[src/rtl/collision_scan.sv]
`default_nettype none
// ============================================================================
// Module      : collision_scan
// Description : Sequential player-vs-obstacle collision detector. On an
//               accepted start (one per game tick) it snapshots the player
//               position and the packed obstacle rectangles, then tests one
//               obstacle slot per clock against the fixed-x player box. After
//               the last slot it publishes the verdict and the lowest
//               colliding slot index with a one-cycle done pulse.
// Ports       :
//   clk        in   system clock, rising edge
//   rst        in   synchronous active-high reset
//   start      in   one-cycle scan request
//   enable     in   scans accepted only while high
//   player_y   in   [9:0]  player box top edge
//   obstacle_x in   [20*NUM_OBS-1:0] slot i: {x_right, x_left}, 10b each
//   obstacle_y in   [18*NUM_OBS-1:0] slot i: {y_bottom, y_top}, 9b each
//   busy       out  high while scanning or reporting
//   done       out  one-cycle pulse when collision/hit_index update
//   collision  out  verdict of the last completed scan
//   hit_index  out  [3:0] lowest colliding slot, 4'hF when none
// Revision    : 1.0 - initial release
// ============================================================================
module collision_scan #(
  parameter int NUM_OBS  = 10,
  parameter int PLAYER_X = 160,
  parameter int PLAYER_W = 32,
  parameter int PLAYER_H = 32
) (
  input  logic                   clk,
  input  logic                   rst,
  input  logic                   start,
  input  logic                   enable,
  input  logic [9:0]             player_y,
  input  logic [20*NUM_OBS-1:0]  obstacle_x,
  input  logic [18*NUM_OBS-1:0]  obstacle_y,
  output logic                   busy,
  output logic                   done,
  output logic                   collision,
  output logic [3:0]             hit_index
);

  localparam logic [3:0]  NO_HIT   = 4'hF;
  localparam logic [3:0]  LAST_IDX = 4'(NUM_OBS - 1);
  // Player box edges in 11 bits so player_y + PLAYER_H - 1 cannot wrap.
  localparam logic [10:0] P_LEFT   = 11'(PLAYER_X);
  localparam logic [10:0] P_RIGHT  = 11'(PLAYER_X + PLAYER_W - 1);
  localparam logic [10:0] P_HEIGHT = 11'(PLAYER_H - 1);

  typedef enum logic [1:0] {
    S_IDLE   = 2'd0,
    S_SCAN   = 2'd1,
    S_REPORT = 2'd2
  } state_t;

  state_t state, state_next;

  logic [9:0]              snap_py;
  logic [20*NUM_OBS-1:0]   snap_x;
  logic [18*NUM_OBS-1:0]   snap_y;
  logic [3:0]              idx;
  logic                    hit_found_tmp;
  logic [3:0]              hit_index_tmp;

  // Unpacked views of the snapshot so the current slot is a simple array pick.
  logic [9:0] slot_xl [NUM_OBS];
  logic [9:0] slot_xr [NUM_OBS];
  logic [8:0] slot_yt [NUM_OBS];
  logic [8:0] slot_yb [NUM_OBS];

  for (genvar i = 0; i < NUM_OBS; i++) begin : g_unpack
    assign slot_xl[i] = snap_x[20*i      +: 10];
    assign slot_xr[i] = snap_x[20*i + 10 +: 10];
    assign slot_yt[i] = snap_y[18*i      +: 9];
    assign slot_yb[i] = snap_y[18*i + 9  +: 9];
  end

  logic [10:0] cur_xl, cur_xr, cur_yt, cur_yb;
  logic [10:0] p_top, p_bot;
  logic        slot_empty;
  logic        slot_hit;
  logic        start_accept;

  assign cur_xl = {1'b0,  slot_xl[idx]};
  assign cur_xr = {1'b0,  slot_xr[idx]};
  assign cur_yt = {2'b00, slot_yt[idx]};
  assign cur_yb = {2'b00, slot_yb[idx]};
  assign p_top  = {1'b0, snap_py};
  assign p_bot  = {1'b0, snap_py} + P_HEIGHT;

  // Inverted rectangles mark unused slots and must never report a hit.
  assign slot_empty = (cur_xl > cur_xr) || (cur_yt > cur_yb);
  // Inclusive bounds on both boxes, so touching edges count as a hit.
  assign slot_hit   = !slot_empty &&
                      (P_LEFT <= cur_xr) && (cur_xl <= P_RIGHT) &&
                      (p_top  <= cur_yb) && (cur_yt <= p_bot);

  assign start_accept = start && enable && (state == S_IDLE);
  assign busy         = (state != S_IDLE);

  // State register
  always_ff @(posedge clk) begin
    if (rst) begin
      state <= S_IDLE;
    end else begin
      state <= state_next;
    end
  end

  // Next-state logic
  always_comb begin
    state_next = state;
    case (state)
      S_IDLE:   if (start_accept) state_next = S_SCAN;
      S_SCAN:   if (idx == LAST_IDX) state_next = S_REPORT;
      S_REPORT: state_next = S_IDLE;
      default:  state_next = S_IDLE;
    endcase
  end

  // Datapath: snapshot, slot walk, hit latch and verdict publication.
  always_ff @(posedge clk) begin
    if (rst) begin
      snap_py       <= '0;
      snap_x        <= '0;
      snap_y        <= '0;
      idx           <= '0;
      hit_found_tmp <= 1'b0;
      hit_index_tmp <= NO_HIT;
      done          <= 1'b0;
      collision     <= 1'b0;
      hit_index     <= NO_HIT;
    end else begin
      done <= 1'b0;
      case (state)
        S_IDLE: begin
          if (start_accept) begin
            snap_py       <= player_y;
            snap_x        <= obstacle_x;
            snap_y        <= obstacle_y;
            idx           <= '0;
            hit_found_tmp <= 1'b0;
            hit_index_tmp <= NO_HIT;
          end
        end
        S_SCAN: begin
          // Slots are walked in ascending order, so the first hit is the lowest.
          if (slot_hit && !hit_found_tmp) begin
            hit_found_tmp <= 1'b1;
            hit_index_tmp <= idx;
          end
          if (idx != LAST_IDX) begin
            idx <= idx + 4'd1;
          end
        end
        S_REPORT: begin
          collision <= hit_found_tmp;
          hit_index <= hit_found_tmp ? hit_index_tmp : NO_HIT;
          done      <= 1'b1;
        end
        default: ;
      endcase
    end
  end

endmodule
`default_nettype wire

[config.mk]
export PLATFORM = sky130hd
export DESIGN_NAME = collision_scan
export DESIGN_NICKNAME = d
export VERILOG_FILES = /design/src/rtl/collision_scan.sv
export SDC_FILE = /design/constraint.sdc
export NUM_CORES = 1
export LEC_CHECK = 0
export CAP_MARGIN = 5
export CORE_UTILIZATION = 55
export DETAILED_ROUTE_END_ITERATION = 16
export PLACE_DENSITY = 0.86
export SLEW_MARGIN = 20
export SYNTH_ARGS = -nofsm -noshare
export SYNTH_HDL_FRONTEND = slang
export SYNTH_SLANG_ARGS = --single-unit
[constraint.sdc]
create_clock -name clk -period 11.2 [get_ports clk]
set_clock_uncertainty 0.1 [all_clocks]
set_input_delay 1.68 -clock clk [delete_from_list [all_inputs] [get_ports clk]]
set_output_delay 1.68 -clock clk [all_outputs]
set_load 0.05 [all_outputs]
# After elaboration in Yosys (flattened, before gate mapping)
# Cells that the tools add are included.
dict set report totals {
  reg_bits 407
  in_bits 394
  word_cells 71
}
dict set report op_classes {
  add_sub_neg 2
  n_lt_le_gt_ge 7
  n_eq_ne 8
  muxes 26
  bitwise_logic 1
  reduce_logical 17
}
# cell count
set ops {}
lappend ops {{$bmux W10 S4} 2}
lappend ops {{$bmux W9 S4} 2}
lappend ops {{$mux W10} 4}
lappend ops {{$mux W9} 4}
lappend ops {{$mux W4} 5}
lappend ops {{$pmux W4 S2} 2}
lappend ops {{$add A10 B5 Y11 const B} 1}
lappend ops {{$le A9 B11 Y1} 1}
lappend ops {{$gt A10 B10 Y1} 1}
lappend ops {{$le A10 B8 Y1 const B} 1}
lappend ops {{$le A10 B9 Y1} 1}
lappend ops {{$le A8 B10 Y1 const A} 1}
lappend ops {{$gt A9 B9 Y1} 1}
lappend ops {{$ne A2 B2 Y1 const B} 4}
lappend ops {{$logic_and A1 B1 Y1} 7}
lappend ops {{$reduce_and A3 Y1} 2}
lappend ops {{$ge A5 B5 Y1 const B} 1}
lappend ops {{$not A4 Y5} 1}
lappend ops {{$add A4 B1 Y4 const B} 1}
lappend ops {{$eq A4 B4 Y1 const B} 1}
lappend ops {{$mux W2} 2}
lappend ops {{$ne A4 B4 Y1 const B} 1}
lappend ops {{$pmux W2 S2} 1}
lappend ops {{$reduce_and A2 Y1} 2}
lappend ops {{8 further kinds} 12}

# Logic depth before layout (Yosys ltp)
# Gate-level depths: netlist of run 1.
dict set report logic_depth {
  word_depth 14
  mapped_depth 15
  ltp_nobuf 14
}

# Least setup slack after synthesis of run 1
# Ideal clock, no wire load.
dict set report synth_timing {
  path_type {register to register}
  start {reg idx[0]}
  end {reg hit_index_tmp[0]}
  arrival_time_ns 3.764
  required_ns 10.972
  path_slack_ns 7.208
  stages_incl_launch_ff 15
  synth_period_minus_slack_ns 3.992
  cell_sequence {dfxtp_1 > buf_6 > buf_2 > buf_1 > mux4_2 > mux2i_1 > o22a_1 > ha_1 > nor2b_1 > o211ai_1 > a21oi_1 > o31a_1 > a2111oi_4 > o2111ai_4 > mux2i_1}
}
dict set report synth_between {
  elab_chain_len 14
}
# item line
set synth_lines {}
lappend synth_lines {{start, declared} 61} ;# logic [3:0] idx;
lappend synth_lines {{start signal, assigned} 153} ;# idx <= idx + 4'd1;
lappend synth_lines {{$not A4 Y5 (not written as such)} --}
lappend synth_lines {{$bmux W10 S4 (tied with other cells)} 84} ;# assign cur_xl = {1'b0, slot_xl[idx]};
lappend synth_lines {{$mux W10 (not written as such) (tied with other cells) (2 in a row)} 84}
lappend synth_lines {{$gt A10 B10 Y1 or $gt A9 B9 Y1 (tied branches)} 92} ;# assign slot_empty = (cur_xl > cur_xr) || (cur_yt > cur_yb);
lappend synth_lines {{$logic_or A1 B1 Y1} 92}
lappend synth_lines {{$logic_not A1 Y1} 94} ;# assign slot_hit = !slot_empty &&
lappend synth_lines {{$logic_and A1 B1 Y1} 94}
lappend synth_lines {{$logic_and A1 B1 Y1 (2 in a row)} 95} ;# (P_LEFT <= cur_xr) && (cur_xl <= P_RIGHT) &&
lappend synth_lines {{$logic_and A1 B1 Y1} 96} ;# (p_top <= cur_yb) && (cur_yt <= p_bot);
lappend synth_lines {{$logic_and A1 B1 Y1} 148} ;# if (slot_hit && !hit_found_tmp) begin
lappend synth_lines {{$ne A2 B2 Y1 (no source line)} --}
lappend synth_lines {{$reduce_and A3 Y1 (no source line)} --}
lappend synth_lines {{end signal, assigned} 150} ;# hit_index_tmp <= idx;
lappend synth_lines {{end, declared} 63} ;# logic [3:0] hit_index_tmp;
# Several ways; a longest one is shown, not always the timed one. The select of a mux whose other input is x is not followed.
# A chain may end at the register's enable or synchronous reset.

# Worst setup path in the final report of run 1
dict set report layout_timing {
  start {reg idx[0]}
  end {reg hit_index_tmp[2]}
}
dict set report layout_between {
  elab_chain_len 14
}
# item line
set layout_lines {}
lappend layout_lines {{$not A4 Y5 (not written as such) (*)} --}
lappend layout_lines {{$bmux W10 S4 (tied with other cells)} 84}
lappend layout_lines {{$mux W10 (not written as such) (tied with other cells) (2 in a row)} 84}
lappend layout_lines {{$gt A10 B10 Y1 or $gt A9 B9 Y1 (tied branches)} 92}
lappend layout_lines {{$logic_or A1 B1 Y1} 92}
lappend layout_lines {{$logic_not A1 Y1} 94}
lappend layout_lines {{$logic_and A1 B1 Y1} 94}
lappend layout_lines {{$logic_and A1 B1 Y1 (2 in a row)} 95}
lappend layout_lines {{$logic_and A1 B1 Y1 (*)} 96}
lappend layout_lines {{$logic_and A1 B1 Y1 (*)} 148}
lappend layout_lines {{$ne A2 B2 Y1 (no source line) (*)} --}
lappend layout_lines {{$reduce_and A3 Y1 (no source line) (*)} --}
# Mark *: on every way between the ends. The rest lies on a longest branch, timed or not. The select of a mux whose other input is x is not followed.

==> key figures, run 1 <==
Run status
  • Status: completed

Global route
  • Remaining global-route overflow: 0
  • Largest net degree at the start of global routing: 218
  • Vias in the first global route: 16111
  • First-pass GRT wire length: 83.37 mm
  • Initial antenna violation count: 8
  • GRT Util Overall: 32.00%

STA
  • Max_slew headroom: 25.69%
  • Final setup viols: 0
  • Worst-Margin Slew: 1115 ps
  • FMAX: 202.4 MHz
  • Setup_tns: 0 ps
  • Unrepaired setup endpoints after global routing: no
  • Slew Viols, Final: 0
  • Fin crit period: 4940 ps
  • Fin. Hold Viols: 0
  • Period Utilization, post-route: 44.10%

Detailed routing
  • Vias: 16581
  • Total Routed Length: 53.93 mm
  • Iter 0 DRT Violations: 1555
  • Post-route DRC: 0
  • Pre-antenna DRT Iters: 7
  • Routed len/inst: 18.92 µm
  • DRT antenna net count: 0
  • Via/cell ratio: 5.818

Power and ir drop
  • Peak supply drop: 0.1082 mV
  • Power per cell area: 145.8 nW/µm²
  • Pleak: 8.106 nW
  • Final total power: 3.379 mW

Finish
  • Filler-free cell count of the finished design: 2850
  • Fin util: 73.25%
  • Fin area: 23170 µm²
  • Fillers: 2235
  • Area grow syn2layout: 30.41%
  • Nets: 2844
  • Share of cells above drive strength 1: 6.760%
  • Seq. cell area: 8157 µm²
  • Multi-input logic area: 8979 µm²

Setup path
  • Worst Setup Start Kind: flip-flop
  • Critical path fanouts, max: 53
  • CP Class: flip-flop to flip-flop
  • Worst path cell trace: buf_4, mux4_2, mux2i_1, o22ai_1, ha_1, o21ai_0, a21oi_1, o21ai_0, a21oi_1, o31ai_1, o2111ai_4, mux2i_1
  • Required @ worst endpoint: 11510 ps
  • Internal reg-to-reg setup slack: 6260 ps
  • Arrival time worst endpoint: 5240 ps
  • Worst path slowest cell: buf_4
  • Critical Path Sink Type: flip-flop
  • CP max stage delay: 850 ps

CTS
  • CTS buffer count: 42
  • Root buf cell: clkbuf_16
  • Resized cells post-CTS: 0
  • Clock sinks: 407
  • H-Tree Depth: 2
  • CTS tree: done
  • Clk slew on worst S/H paths: 60 ps
  • Clock Latency Late Sink: 550 ps
  • CTS Hold Bufs: 0
  • Bufs on Longest Clock Path: 3
  • Post-CTS Setup Inserts: 0

Synthesis
  • Adder-cell share of the synthesized area: 2.817%
  • XOR/XNOR Fraction of Synth Area: 0.4436%
  • Ranking of synthesized cells by area: dfxtp_1, nand2_1, a21oi_1
  • Simple-gate area share of the yosys netlist: 18.79%
  • Post-synth ARST share: 0%
  • Cells after Synth: 2119
  • Top cells by count, synth: nand2_1, a21oi_1, dfxtp_1
  • Cell variety after synth: 45
  • Post-synthesis mux area share: 13.69%
  • Most used DFF post-synth: dfxtp_1
  • Yosys top cell by area: dfxtp_1
  • #FFs+latches synth: 407
  • Yosys top cell area share: 45.86%
  • Syn avg cell area: 8.385 µm²
  • Post-synthesis sequential area ratio: 45.86%
  • Post-Syn Area: 17770 µm²
  • Warnings, synthesis: 0
  • Largest family of logic cells by synthesized area: simple AND/OR/NAND/NOR gates
  • Syn Nets: 2553
  • Post-synth EDFFs: 0
  • Post-synthesis compound-gate area fraction: 14.70%
  • Most common cell in the netlist: nand2_1

Die
  • Ports: 401
  • Chip width: 181.7 µm
  • Rows: 65
  • Core Region: 31640 µm²
  • Die height: 181.7 µm
  • Die ar.: 33030 µm²
  • Starting Density: 56.16%

Place
  • Placed Instances: 2767
  • Routability cong.: 0.8604
  • I/O Buffers: 400
  • Hpwl dp: 37.56 mm
  • DP Area: 21780 µm²

Min path
  • Hold Path Class: flip-flop to flip-flop

Job
  • Max_cap viols: 0
==> cells in the final DEF (no fill, tap or decap), types with 11 or more instances in the layout <==
cell and n:
a21oi_1 407, clkbuf_16 42, clkbuf_8 11, clkdlybuf4s50_1 399
dfxtp_1 404, ha_1 40, mux2i_1 72, mux4_2 76
nand2_1 798, nor2_1 27, o21ai_0 11, o22a_1 14
o22ai_1 15
==> sequential cells by signal (all words and copies together) (netlist names) <==
name           count
snap_py           10
idx                4
hit_index_tmp      4
collision          1
snap_x           200
hit_found_tmp      1
done               1
hit_index          4
snap_y           180
state              2
==> layout make-up <==
type | count | share of cell area, %
Clock inverter | 13 | 0.4914
Tap cell | 402 | 2.171
Antenna cell | 7 | 0.07559
Timing Repair Buffer | 413 | 17.90
Multi-Input combinational cell | 1541 | 38.75
Sequential cell | 407 | 35.20
Clock buffer | 62 | 5.335
Inverter | 5 | 0.08099
==> path summary, 6_finish.rpt <==
kind,from,endpoint,cells past startpoint
worst min-delay path,snap_x[88]$_SDFFE_PP0P_,snap_x[88]$_SDFFE_PP0P_,2
worst max-delay path,idx[0]$_SDFFE_PP0P_,hit_index_tmp[2]$_SDFFE_PP1P_,12
worst min register to register,snap_x[88]$_SDFFE_PP0P_,snap_x[88]$_SDFFE_PP0P_,2
worst max register to register,idx[0]$_SDFFE_PP0P_,hit_index_tmp[2]$_SDFFE_PP1P_,12
==> metal layers <==
layer | routed length (µm) | vias to the layer above | GRT usage (%)
met5 | 13 | - | 0
met4 | 2469 | 2 | 15.49
met3 | 3873 | 150 | 4.553
met2 | 25210 | 771 | 52.11
met1 | 22360 | 7883 | 41.97
li1 | - | 7775 | -
==> report_power, final <==
part           switching (mW)  internal (mW)
clock                   0.574          0.789
combinational           0.219          0.238
sequential             0.0433           1.51
total                   0.837           2.54
==> through the flow <==
| stage | setup slack [ps] | hold WS (ps) |
|---|---|---|
| floorplan | 7208 | 333.1 |
| global placement | 6138 | 337.9 |
| detailed placement | 6025 | 343.5 |
| CTS | 6260 | 352.0 |
| global route | 5968 | 367.1 |
| finish | 6260 | 353.1 |
==> cells by family after synthesis <==
| logic type | after synthesis |
|---|---|
| AND/OR/NAND/NOR | 863 |
| buffers and inverters | 171 |
| AO/OA/AOI/OAI | 481 |
| adder cells (fa/ha/maj) | 40 |
| multiplexers | 148 |
| flip-flops | 407 |
| XOR/XNOR | 9 |
==> worst max-delay path: cells and delay by family (launching register included) <==
| kind | cells | cell delay [ps] |
|---|---|---|
| multiplexers | 3 | 1160 |
| buffers and inverters | 1 | 850 |
| adder cells (fa/ha/maj) | 1 | 340 |
| flip-flops | 1 | 840 |
| AO/OA/AOI/OAI | 7 | 1450 |
No activity file was read; power rests on OpenSTA's default activity.
==> run 2, diff against run 1 <==
Settings changed: CORE_UTILIZATION 55 to 46, PLACE_DENSITY 0.86 to 0.77.
Clock period 11.2 ns to 4.1 ns, I/O delays scaled along.
==> key figures, run 2 (synthesis results as in run 1) <==
Die
  • Starting Density: 46.95% (-9.2 points)
  • Core Region: 37840 µm² (+20%)
  • Rows: 71 (+9.2%)
  • Die ar.: 39420 µm² (+19%)
  • Die height: 198.5 µm (+9.2%)
  • Chip width: 198.5 µm (+9.2%)
  • Ports: 401 (unchanged)

Finish
  • Most flop-heavy register: snap_x
  • Fin util: 62.74% (-11 points)
  • Share of cells above drive strength 1: 7.695% (+0.94 points)
  • Most common cell after layout, fill and taps aside: nand2_1
  • Filler-free cell count of the finished design: 2981 (+4.6%)
  • Fin area: 23740 µm² (+2.5%)
  • Top flop regs: snap_x: 200 flops, snap_y: 180 flops, snap_py: 10 flops
  • Area grow syn2layout: 33.62%
  • Max reg flops: 200 (unchanged)
  • Nets: 2872 (+0.98%)
  • Most frequent cells in the layout: nand2_1, a21oi_1, dfxtp_1, clkdlybuf4s50_1, mux4_2

Global route
  • First-pass GRT wire length: 86.81 mm (+4.1%)
  • M3 GR Usage: 3.306% (-1.2 points)
  • Vias in the first global route: 15564 (-3.4%)
  • GRT Util Overall: 28.63% (-3.4 points)
  • Remaining global-route overflow: 0 (unchanged)
  • GR Layer Usage met2: 43.44% (-8.7 points)
  • Largest net degree at the start of global routing: 185 (-15%)
  • Most Crowded Layer GR: met2
  • Initial antenna violation count: 2 (-6)
  • Met1 Use GR: 41.66% (-0.31 points)

Setup path
  • CP most frequent cell: mux2i_1
  • Worst path slowest cell: mux4_2
  • Required @ worst endpoint: 4410 ps (-7100 ps)
  • Reg2reg path depth: 11 (-1)
  • Reg-to-reg critical path endpoint: hit_index_tmp[0]$_SDFFE_PP1P_
  • Critical Path Sink Type: flip-flop
  • Arrival time worst endpoint: 4090 ps (-1150 ps)
  • CP Class: flip-flop to flip-flop
  • CP max stage delay: 610 ps (-240 ps)
  • Worst Setup Start Kind: flip-flop
  • Crit path from: idx[0]$_SDFFE_PP0P_
  • Worst path cell trace: buf_12, mux4_2, mux2i_1, o22a_1, ha_1, a21oi_1, o21ai_0, o31a_1, a2111oi_4, o2111ai_4, mux2i_1
  • Setup crit end: hit_index_tmp[0]$_SDFFE_PP1P_
  • Critical path fanouts, max: 36 (-32%)
  • RR Startpoint: idx[0]$_SDFFE_PP0P_
  • Internal reg-to-reg setup slack: 320 ps (-5950 ps)

STA
  • Setup_tns: 0 ps (unchanged)
  • Max_slew headroom: 36.41% (+11 points)
  • Fin worst setup slack: 315.2 ps (-5945 ps)
  • Fin. Hold Viols: 0 (unchanged)
  • FMAX: 264.2 MHz (+31%)
  • Final setup viols: 0 (unchanged)
  • Fin crit period: 3785 ps (-1155 ps)
  • Slew Viols, Final: 0 (unchanged)
  • Worst-Margin Slew: 953.8 ps (-160.8 ps)
  • Unrepaired setup endpoints after global routing: no
  • Period Utilization, post-route: 92.31% (+48 points)

Run status
  • Status: completed

CTS
  • Root buf cell: clkbuf_16
  • Resized cells post-CTS: 0 (unchanged)
  • Clock sinks: 407 (unchanged)
  • CTS buffer count: 42 (unchanged)
  • Clock Latency Late Sink: 540 ps (about the same)
  • Post-CTS Setup Inserts: 0 (unchanged)
  • Clk slew on worst S/H paths: 60 ps (about the same)
  • H-Tree Depth: 2 (unchanged)
  • Bufs on Longest Clock Path: 3 (unchanged)
  • CTS tree: done
  • CTS Hold Bufs: 0 (unchanged)

Detailed routing
  • Routed len/inst: 19.40 µm (+2.5%)
  • Via/cell ratio: 5.498 (-5.5%)
  • Iter 0 DRT Violations: 1369 (-12%)
  • DRT antenna net count: 0 (unchanged)
  • Total Routed Length: 57.84 mm (+7.3%)
  • Vias: 16389 (-1.2%)
  • Post-route DRC: 0 (unchanged)
  • Pre-antenna DRT Iters: 5 (-2)

Power and ir drop
  • Power per cell area: 401.8 nW/µm² (+180%)
  • Pleak: 8.334 nW (+2.8%)
  • Peak supply drop: 0.3304 mV (+210%)

Place
  • Routability cong.: 0.9304 (+8.1%)
  • I/O Buffers: 400 (unchanged)
  • Hpwl dp: 42.72 mm (+14%)
  • DP Area: 22230 µm² (+2.0%)
  • Placed Instances: 2897 (+4.7%)
  • Setup slack at placement: 196.7 ps (-5828 ps)

Min path
  • Hold Path Origin: snap_y[124]$_SDFFE_PP0P_
  • Hold Path Class: flip-flop to flip-flop

Job
  • Max_cap viols: 0 (unchanged)
-- run 2: cell count changes in the layout (fill, tap and decap cells not counted), moves of 3 or more --
| cell | delta |
|---|---|
| clkbuf_1 | +3 |
| buf_4 | +17 |
| clkinv_2 | -6 |
| buf_12 | +12 |
| diode_2 | -6 |
| bufinv_16 | +3 |
-- run 2: worst min path at each step --
stage / to / slack, ps / depth (start not counted)
after floorplan: snap_x[120]$_SDFFE_PP0P_ / 330 / 2
after CTS: snap_y[121]$_SDFFE_PP0P_ / 350 / 2
after global placement: snap_y[119]$_SDFFE_PP0P_ / 340 / 2
after detailed placement: snap_y[121]$_SDFFE_PP0P_ / 350 / 2
after global routing: snap_y[58]$_SDFFE_PP0P_ / 360 / 2
final: snap_y[124]$_SDFFE_PP0P_ / 350 / 2
-- run 2: where the power goes --
part / internal (mW) / leakage (nW) / switching (mW)
combinational: 0.678 / 4.31 / 0.630
sequential: 4.14 / 3.32 / 0.121
clock: 2.39 / 0.703 / 1.58
-- run 2: through the flow --
stage          total power [mW]  hold WS, ps
2_1_floorplan             4.967        333.1
3_3_place_gp              5.610        339.9
3_5_place_dp              5.627        345.6
4_1_cts                   9.562        353.7
5_1_grt                   9.879        364.9
6_report                  9.540        352.7
-- run 2: per-layer routing --
metal  routed length (µm)  vias up
li1                     -     7820
met1                25640     7773
met2                25930      691
met3                 4253      105
met4                 2023        0
met5                    0        -
-- run 2: cell type report --
class	instances	area, µm²
diodes	1	2.502
clock buffers	66	1272
clock inverters	9	170.2
fillers	3217	14100
inverters	5	18.77
multi-input cells	1541	8979
flip-flops and latches	407	8157
well taps	511	639.4
repair buffers	441	4504
-- run 2: critical path, delay by kind of cell (launching register included) --
kind | cells | cell delay, ps
flip-flops | 1 | 430
AO/OA/AOI/OAI | 6 | 1460
adder cells (fa/ha/maj) | 1 | 250
multiplexers | 3 | 1050
buffers and inverters | 1 | 280
==> run 3, diff against run 2 <==
Settings changed: CTS_CLUSTER_DIAMETER set to 120, PLACE_DENSITY 0.77 to unset, PLACE_DENSITY_LB_ADDON set to 0.08.
==> key figures, run 3 (synthesis results as in run 1) <==
Power and ir drop
  • Sw frac: 25.54% (+1.1 points)
  • Flop pwr share: 45.5% (+0.9 points)
  • Combinational share of power: 13.9% (+0.2 points)
  • Psw: 2.394 mW (+2.6%)
  • Power share of the clock group: 40.6% (-1.0 points)
  • Peak supply drop: 0.2946 mV (-11%)
  • Pleak: 8.307 nW (-0.33%)
  • Power per cell area: 396.5 nW/µm² (-1.3%)
  • Final total power: 9.375 mW (-1.7%)
  • P_int: 6.981 mW (-3.1%)

Setup path
  • Critical Path Sink Type: flip-flop
  • Critical path fanouts, max: 7 (-81%)
  • Worst Setup Start Kind: flip-flop
  • Required @ worst endpoint: 4410 ps (about the same)
  • CP Class: flip-flop to flip-flop
  • Arrival time worst endpoint: 4030 ps (-60 ps)

STA
  • Worst-Margin Slew: 868.1 ps (-85.68 ps)
  • FMAX: 268.9 MHz (+1.8%)
  • Fin. Hold Viols: 0 (unchanged)
  • Fin crit period: 3718 ps (-66.52 ps)
  • Setup_tns: 0 ps (unchanged)
  • Period Utilization, post-route: 90.69% (-1.6 points)
  • Slew Viols, Final: 0 (unchanged)
  • Max_slew headroom: 42.12% (+5.7 points)
  • Unrepaired setup endpoints after global routing: no
  • Final setup viols: 0 (unchanged)

Job
  • Max_cap viols: 0 (unchanged)

Die
  • Rows: 71 (unchanged)
  • Die height: 198.5 µm (unchanged)
  • Core Region: 37840 µm² (unchanged)
  • Chip width: 198.5 µm (unchanged)
  • Ports: 401 (unchanged)
  • Die ar.: 39420 µm² (unchanged)
  • Starting Density: 46.95% (unchanged)

Detailed routing
  • Vias: 16256 (-0.81%)
  • Post-route DRC: 0 (unchanged)
  • DRT antenna net count: 0 (unchanged)
  • Via/cell ratio: 5.446 (-0.94%)
  • Pre-antenna DRT Iters: 5 (unchanged)
  • Routed len/inst: 19.69 µm (+1.5%)
  • Total Routed Length: 58.77 mm (+1.6%)
  • Iter 0 DRT Violations: 1261 (-7.9%)

Finish
  • Top flop regs: snap_x: 200 flops, snap_y: 180 flops, snap_py: 10 flops
  • Share of cells above drive strength 1: 7.972% (+0.28 points)
  • Area grow syn2layout: 33.08%
  • Most common cell after layout, fill and taps aside: nand2_1
  • Most frequent cells in the layout: nand2_1, a21oi_1, dfxtp_1, clkdlybuf4s50_1, mux4_2
  • Max reg flops: 200 (unchanged)
  • Most flop-heavy register: snap_x
  • Nets: 2872 (unchanged)

Global route
  • Largest net degree at the start of global routing: 161 (-13%)
  • GRT Util Overall: 29.26% (+0.64 points)
  • First-pass GRT wire length: 87.82 mm (+1.2%)
  • Vias in the first global route: 15650 (+0.55%)
  • Remaining global-route overflow: 0 (unchanged)
  • Initial antenna violation count: 6 (+4)

CTS
  • Resized cells post-CTS: 0 (unchanged)
  • CTS buffer count: 43 (+2.4%)
  • CTS Hold Bufs: 0 (unchanged)
  • CTS tree: done
  • H-Tree Depth: 2 (unchanged)
  • Root buf cell: clkbuf_16
  • Clock Latency Late Sink: 560 ps (+20 ps)
  • Clk slew on worst S/H paths: 60 ps (about the same)
  • Bufs on Longest Clock Path: 3 (unchanged)
  • Clock sinks: 407 (unchanged)

Min path
  • Hold Path Class: flip-flop to flip-flop

Place
  • Routability cong.: 0.9450 (+1.6%)
  • Hpwl dp: 43.45 mm (+1.7%)
  • I/O Buffers: 400 (unchanged)

Run status
  • Status: completed
run 3: cell types whose count changed in the layout (fill, tap and decap cells not counted), sizes merged:
cell / before / now
bufinv: 4 / 0
diode: 1 / 3
inv: 8 / 6
buf: 42 / 41
clkbuf: 66 / 61
clkinv: 1 / 15
run 3: layer usage:
layer  vias to the layer above  global-route usage (%)  share of wire (%)
li1                       7823                       -                  -
met1                      7814                   42.31                 46
met2                       549                   44.15                 44
met3                        68                   5.731                7.6
met4                         2                   8.462                2.2
met5                         -                       0              0.014
run 3: worst paths after layout:
check	start	depth (start not counted)	slack, ps	to
setup / recovery	idx[0]$_SDFFE_PP0P_	12	380	hit_index_tmp[3]$_SDFFE_PP1P_
hold reg to reg	snap_y[17]$_SDFFE_PP0P_	2	350	snap_y[17]$_SDFFE_PP0P_
setup reg to reg	idx[0]$_SDFFE_PP0P_	12	380	hit_index_tmp[3]$_SDFFE_PP1P_
hold / removal	snap_y[17]$_SDFFE_PP0P_	2	350	snap_y[17]$_SDFFE_PP0P_
run 3: critical path: stages, from the launching register on:
cell and delay [ps]:
dfxtp_4 420, buf_4 230, mux4_2 580, a22oi_1 220, o21ai_0 240, ha_1 270
a21o_1 170, a21o_1 170, a221oi_1 280, a32oi_1 130, a2111oi_4 360, o2111ai_4 260
mux2i_1 180
run 3: power groups by stage:
stage | clock network (mW) | logic [mW] | registers (mW)
3_3_place_gp | 0 | 1.28 | 4.35
2_1_floorplan | 0 | 0.679 | 4.29
4_1_cts | 3.85 | 1.30 | 4.27
5_1_grt | 4.01 | 1.42 | 4.28
6_report | 3.80 | 1.30 | 4.27
3_5_place_dp | 0 | 1.29 | 4.35
run 3: layout make-up:
type                    count  area (µm²)
flip-flops and latches    407        8157
repair buffers            440        4459
inverters                   5       18.77
clock buffers              61        1265
multi-input cells        1541        8979
fillers                  3341       14200
clock inverters            17       120.1
well taps                 511       639.4
diodes                      3       7.507
run 3: timing repair:
action,CTS,global route
endpoints found under the hold margin,0,0
buffers inserted,0,5
setup endpoints to repair,0,5
run 3: through the flow:
stage	area [µm²]	util [%]	hold slack [ps]	std cells	worst slack [ps]
after floorplan	17770	-	333.1	2119	108.1
after global placement	22220	58.70	339.1	2899	277.8
after detailed placement	22220	58.70	345.3	2899	155.8
after CTS	23600	62.36	353.7	2977	120.2
after global routing	23640	62.47	368.7	2984	150.4
final	23650	62.48	352.6	2985	381.7
